===== src/rtl/ysyx_23060332_ifu_pkg.sv =====
// ============================================================================
// ysyx_23060332_ifu_pkg : shared constants for the instruction fetch unit
// Rev 1.0
// ============================================================================
`default_nettype none

package ysyx_23060332_ifu_pkg;

    localparam logic [2:0] IFU_S_IDLE  = 3'd0;
    localparam logic [2:0] IFU_S_REQ   = 3'd1;
    localparam logic [2:0] IFU_S_WAIT  = 3'd2;
    localparam logic [2:0] IFU_S_VALID = 3'd3;
    localparam logic [2:0] IFU_S_ERR   = 3'd4;

    localparam logic [31:0] INST_NOP     = 32'h0000_0013;
    localparam logic [31:0] RESET_PC_DEF = 32'h8000_0000;

    // A word fetch needs bit 1 clear; bit 0 is always forced low by the PC mux.
    function automatic logic is_misaligned(input logic [31:0] addr);
        return addr[1];
    endfunction

endpackage

`default_nettype wire


===== src/rtl/ysyx_23060332_pc_reg.sv =====
// ============================================================================
// ysyx_23060332_pc_reg : PC register with load enable and next-PC mux
// Rev 1.0
// ============================================================================
`default_nettype none

module ysyx_23060332_pc_reg #(
    parameter int                ADDR_W   = 32,
    parameter logic [ADDR_W-1:0] RESET_PC = 32'h8000_0000
) (
    input  logic              clk,
    input  logic              rst,
    input  logic              load_i,
    input  logic              jump_en_i,
    input  logic [ADDR_W-1:0] jump_addr_i,
    output logic [ADDR_W-1:0] pc_o,
    output logic [ADDR_W-1:0] next_pc_o
);

    logic [ADDR_W-1:0] pc_q;
    logic              unused_jump_bit0;

    assign unused_jump_bit0 = jump_addr_i[0];

    // Redirect targets drop bit 0 (JALR rule); pc+4 wraps naturally.
    assign next_pc_o = jump_en_i ? {jump_addr_i[ADDR_W-1:1], 1'b0}
                                 : pc_q + ADDR_W'(4);
    assign pc_o      = pc_q;

    always_ff @(posedge clk or posedge rst) begin
        if (rst) begin
            pc_q <= RESET_PC;
        end else if (load_i) begin
            pc_q <= next_pc_o;
        end
    end

endmodule

`default_nettype wire


===== src/rtl/ysyx_23060332_ifu.sv =====
// ============================================================================
// ysyx_23060332_ifu : single-outstanding instruction fetch unit
// Rev 1.0
// ============================================================================
`default_nettype none

module ysyx_23060332_ifu
    import ysyx_23060332_ifu_pkg::*;
#(
    parameter logic [31:0] RESET_PC = RESET_PC_DEF,
    parameter int          ADDR_W   = 32,
    parameter int          INST_W   = 32
) (
    input  logic              clk,
    input  logic              rst,
    input  logic              jump_en,
    input  logic [ADDR_W-1:0] jump_addr,
    input  logic              wb_done,
    output logic              imem_req_valid,
    input  logic              imem_req_ready,
    output logic [ADDR_W-1:0] imem_req_addr,
    input  logic              imem_rsp_valid,
    input  logic [INST_W-1:0] imem_rsp_data,
    input  logic              imem_rsp_err,
    output logic [INST_W-1:0] inst_o,
    output logic [ADDR_W-1:0] inst_addr_o,
    output logic              inst_valid_o,
    output logic              fetch_err
);

    localparam logic [INST_W-1:0] NOP = INST_W'(INST_NOP);

    logic [2:0]        state_q,      state_d;
    logic [INST_W-1:0] inst_q,       inst_d;
    logic [ADDR_W-1:0] inst_addr_q,  inst_addr_d;
    logic              inst_valid_q, inst_valid_d;
    logic              fetch_err_q,  fetch_err_d;

    logic              retire;
    logic [ADDR_W-1:0] pc;
    logic [ADDR_W-1:0] next_pc;

    assign retire = (state_q == IFU_S_VALID) && wb_done;

    ysyx_23060332_pc_reg #(
        .ADDR_W   (ADDR_W),
        .RESET_PC (ADDR_W'(RESET_PC))
    ) u_pc_reg (
        .clk         (clk),
        .rst         (rst),
        .load_i      (retire),
        .jump_en_i   (jump_en),
        .jump_addr_i (jump_addr),
        .pc_o        (pc),
        .next_pc_o   (next_pc)
    );

    always_comb begin
        state_d      = state_q;
        inst_d       = inst_q;
        inst_addr_d  = inst_addr_q;
        inst_valid_d = inst_valid_q;
        fetch_err_d  = fetch_err_q;
        case (state_q)
            IFU_S_IDLE:  state_d = IFU_S_REQ;
            IFU_S_REQ:   if (imem_req_ready) state_d = IFU_S_WAIT;
            IFU_S_WAIT: begin
                if (imem_rsp_valid && !imem_rsp_err) begin
                    inst_d       = imem_rsp_data;
                    inst_addr_d  = pc;
                    inst_valid_d = 1'b1;
                    state_d      = IFU_S_VALID;
                end else if (imem_rsp_valid) begin
                    fetch_err_d  = 1'b1;
                    inst_valid_d = 1'b0;
                    inst_d       = NOP;
                    state_d      = IFU_S_ERR;
                end
            end
            IFU_S_VALID: begin
                if (wb_done) begin
                    inst_valid_d = 1'b0;
                    inst_d       = NOP;
                    // The PC still takes a misaligned target so a debugger can see it.
                    if (is_misaligned(32'(next_pc))) begin
                        fetch_err_d = 1'b1;
                        state_d     = IFU_S_ERR;
                    end else begin
                        state_d     = IFU_S_REQ;
                    end
                end
            end
            IFU_S_ERR:   state_d = IFU_S_ERR;
            default:     state_d = IFU_S_ERR;
        endcase
    end

    always_ff @(posedge clk or posedge rst) begin
        if (rst) begin
            state_q      <= IFU_S_IDLE;
            inst_q       <= NOP;
            inst_addr_q  <= ADDR_W'(RESET_PC);
            inst_valid_q <= 1'b0;
            fetch_err_q  <= 1'b0;
        end else begin
            state_q      <= state_d;
            inst_q       <= inst_d;
            inst_addr_q  <= inst_addr_d;
            inst_valid_q <= inst_valid_d;
            fetch_err_q  <= fetch_err_d;
        end
    end

    assign imem_req_valid = (state_q == IFU_S_REQ);
    assign imem_req_addr  = pc;
    assign inst_o         = inst_q;
    assign inst_addr_o    = inst_addr_q;
    assign inst_valid_o   = inst_valid_q;
    assign fetch_err      = fetch_err_q;

endmodule

`default_nettype wire


===== config.mk =====
export PLATFORM = sky130hd
export DESIGN_NAME = ysyx_23060332_ifu
export DESIGN_NICKNAME = d
export VERILOG_FILES = /design/src/rtl/ysyx_23060332_ifu_pkg.sv /design/src/rtl/ysyx_23060332_pc_reg.sv /design/src/rtl/ysyx_23060332_ifu.sv
export SDC_FILE = /design/constraint.sdc
export NUM_CORES = 1
export LEC_CHECK = 0
export BUFFER_PORTS_ARGS = -buffer_cell sky130_fd_sc_hd__buf_2
export CAP_MARGIN = 20
export CORE_MARGIN = 1.5
export CORE_UTILIZATION = 40
export DETAILED_ROUTE_END_ITERATION = 16
export GPL_ROUTABILITY_DRIVEN = 0
export HOLD_SLACK_MARGIN = 0.12
export PLACE_DENSITY = 0.65
export SYNTH_ARGS = -nofsm -noshare
export SYNTH_HDL_FRONTEND = slang
export SYNTH_HIERARCHICAL = 1
export SYNTH_SLANG_ARGS = --single-unit

===== constraint.sdc =====
create_clock -name clk -period 3.45 [get_ports clk]
set_clock_uncertainty 0.1 [all_clocks]
set_input_delay 0.5175 -clock clk [delete_from_list [all_inputs] [get_ports clk]]
set_output_delay 0.5175 -clock clk [all_outputs]
set_load 0.02 [all_outputs]

== Word-level counts from Yosys, hierarchy flattened ==
Cells that the tools add are included.

* Output and inout port bits: 99
* Register bits: 101
* Logic and storage cells: 45

* $add $sub $neg: 1
* Reductions and logical operators: 9
* Mux-type cells: 20
* Eq/ne operators: 9

{| class="wikitable"
|+ Operator list
! cell !! count
|-
| $mux W32 || 4
|-
| $pmux W32 S2 || 1
|-
| $add A32 B3 Y32 const B || 1
|-
| $mux W3 || 5
|-
| $pmux W3 S4 || 1
|-
| $ne A2 B2 Y1 const B || 4
|-
| $mux W1 || 7
|-
| $eq A3 B2 Y1 const B || 2
|-
| $reduce_and A3 Y1 || 2
|-
| $reduce_and A5 Y1 || 1
|-
| $pmux W1 S2 || 2
|-
| $eq A3 B1 Y1 const B || 1
|-
| $logic_not A3 Y1 || 1
|-
| $ne A3 B3 Y1 const B || 1
|-
| $logic_and A1 B1 Y1 || 2
|-
| $ne A2 B1 Y1 const B || 1
|-
| $reduce_and A2 Y1 || 1
|-
| $reduce_bool A2 Y1 || 1
|-
| $logic_not A1 Y1 || 1
|}

== Logic depth before layout (Yosys ltp) ==
* Word-level depth: 5
* Gate-level depth with buffers: 7
* Depth with buffers taken out: 6

== Hierarchy ==
Netlist, hierarchy kept.

{| class="wikitable"
|+ Modules (own cells, without submodules)
! module !! cells each !! sequential area each (um^2) !! times used !! area each (um^2)
|-
| ysyx_23060332_pc_reg || 337 || 802.0 || 1 || 2727.6
|-
| ysyx_23060332_ifu || 167 || 1731.7 || 1 || 2588.7
|}

== Worst setup path before layout ==
OpenSTA, ideal clock, no wires.

* Path type: register to register
* Start point: register u_pc_reg.pc_q[2] (netlist: u_pc_reg/pc_o[2])
* End point: register u_pc_reg.pc_q[26] (netlist: u_pc_reg/pc_o[26])
* Arrival: 2.135 ns
* Data required time: 3.218 ns
* Buffers on the path: 0
* Cell stages (with the launch flop): 6
* Path slack: 1.083 ns
* Cell sequence: dfrtp_1 ha_1 nand4_1 nor4_1 a311oi_1 or3b_1

* Cells in the longest elaborated chain, start to end: 2

{| class="wikitable"
|+ RTL lines
! element !! RTL line !! source
|-
| from (decl) || ysyx_23060332_pc_reg.sv:20 || <nowiki>logic [ADDR_W-1:0] pc_q;</nowiki>
|-
| from (signal assigned) || ysyx_23060332_pc_reg.sv:34 || <nowiki>pc_q <= next_pc_o;</nowiki>
|-
| $add A32 B3 Y32 || ysyx_23060332_pc_reg.sv:27 || <nowiki>: pc_q + ADDR_W'(4);</nowiki>
|-
| $mux W32 || ysyx_23060332_pc_reg.sv:26 || <nowiki>assign next_pc_o = jump_en_i ? {jump_addr_i[ADDR_W-1:1], 1'b0}</nowiki>
|}

Every way passes these cells.
A chain may end at the register's enable or synchronous reset.

== Worst setup path after layout ==
* Start point: register u_pc_reg.pc_q[2] (netlist: u_pc_reg/pc_o[2])
* End point: register u_pc_reg.pc_q[24] (netlist: u_pc_reg/pc_o[24])

Same word-level chain as after synthesis.

==> metrics.txt <==
outcome complete, no violations; via count 4199; WL per Instance 17.35 um; Nets 669; register share of total power 44.1%; CP Capture Point u_pc_reg/pc_o[24]; worst hold slack 0.2862 ns; Avg Inst Size Synth 10.97 sq um; Final Hold Vio Count 0; Tightest Hold Check Type input pin to flop; Die H 113.2 um; number of I/O port buffers 168; Setup Buffers After CTS 0; r2r startpoint u_pc_reg/pc_o[2]; RSZ-0062 raised after global routing false; first-pass GRT wire length 20.19 mm; combinational power share 32.0%; pwr dens 690.3 nW/um^2; CTS Hold Bufs 1; TritonCTS clock tree done; area post-placement 5804 sq um; min cycle time layout 2.479 ns; most frequent cells in the layout 168 x buf_2, 96 x dfrtp_1, 38 x nand2_1, 36 x a22o_1, 36 x mux2_2; pin count of the biggest net entering global routing 51; period utilization 71.84%; Top delay family on crit path simple AND/OR/NAND/NOR gates; Total Routing Usage GR 20.16%; Clock Path Buffers 2; Clock transition at path regs 0.07 ns; Worst Setup SP u_pc_reg/pc_o[2]; Pleak 3.036 nW; worst r2r path cells 5; max incr delay on CP 0.73 ns; final setup fails 0; vias in the first global route 3895; Syn Nets 515; Root Buffer clkbuf_16; crit path cell chain ha_1 -> nand4_1 -> or4_1 -> o311ai_0 -> nand2_1; critical path arrival 2.60 ns; mapped cell area 4860 sq um; cell with the largest stage delay on the worst path or4_1; NetSw 0.001536 W; Iteration-0 DRC Markers 232; Die Area 12820 sq um; dpl cells 732; Tightest Pin Transition 0.9694 ns; layout cells sized above 1 39.70%; Row Count 40; clock net sink count 101; DRC 0; Final Cell Area 6116 sq um; post-CTS resize count 0; Core ar. 11910 sq um; Final Max Tran Viols 0; Mapped Cells 443; Pint 0.002685 W; critical path fanouts, max 7; clock share of power 23.9%; Max-Cap Viols 0; H-tree depth 3; YS warnings 6; CP Data Required Time 3.57 ns; Routed Antenna Nets 0; Overflow after GRT 0; cts bufs inserted 9; Detail Placement HPWL 9.076 mm; initial core utilization 40.80%; VDD IR-drop max 0.3070 mV; Buffers & Inverters on Critical Path 0; Antenna Cells 0; CP Capture Type flop; worst-skew pair later-pin latency 0.34 ns; commonest non-fill, non-tap cell in the layout buf_2; Vias/cell 5.606; Net Sw Frac 36.39%; RR Endpoint u_pc_reg/pc_o[24]; Finished Layout Cells 749; reg-to-reg setup timing slack 0.97 ns; Max-slew headroom 35.38%; initial antenna violation count 0; crit start category flop; hold path start imem_rsp_data[6]; I/O Pins 170; fmax 403.5 MHz; Die Span X 113.2 um; Total Wirelength 12.99 mm; crit path kind flop to flop; WP depth 5; setup_tns 0 ns; Syn-to-layout area delta 25.85%; power after layout 0.004222 W; DRT Pass-1 Iters 4
[state kept, by name, summed over array words and instances (netlist names)]
name	count
fetch_err	1
inst_addr_o	32
inst_o	32
inst_valid_o	1
state_q	3
u_pc_reg/pc_o	32
[final cells by class]
type	instances	area (sq um)
timing repair buffer	179	938.4
tap	147	183.9
clock buffer	16	301.5
inverter	10	37.54
fill	1080	5796
sequential	101	2534
multi-input combinational	296	2121
[power by group through the flow]
stage | sequential (W) | clock (W) | combinational, W
final | 0.00186 | 0.00101 | 0.00135
after CTS | 0.00186 | 0.00104 | 0.00137
after global routing | 0.00192 | 0.00109 | 0.00145
after detailed placement | 0.00188 | 0 | 0.00136
after global placement | 0.00185 | 0 | 0.00134
after floorplan | 0.00220 | 0 | 0.000513
[metrics by stage]
step / util [%] / worst slack (ns)
floorplan: - / 1.099
global placement: 48.73 / 1.035
detailed placement: 48.73 / 0.9908
CTS: 51.34 / 0.9953
global route: 51.34 / 0.8336
finish: 51.34 / 0.9714
[worst reg2reg max path, cell delays in order, from the launching register on]
cell	delay, ns
dfrtp_1	0.46
ha_1	0.27
nand4_1	0.25
or4_1	0.73
o311ai_0	0.45
nand2_1	0.09
[routing by layer]
metal | GRT usage, % | vias up | wire, um
met5 | 0 | - | 0
met4 | 8.750 | 0 | 231
met3 | 2.839 | 12 | 621
met2 | 32.53 | 131 | 6417
met1 | 27.29 | 2104 | 5723
li1 | - | 1952 | -
[how the worst min path moves through the flow]
stage	to	slack, ns	depth (start not counted)
after floorplan	state_q[1]	0.36	1
after global placement	fetch_err	0.34	1
after detailed placement	fetch_err	0.34	1
after CTS	inst_o[1]	0.27	2
after global routing	inst_o[6]	0.28	2
final	inst_o[6]	0.29	2
Note: power is estimated with default switching activity, not from simulation.
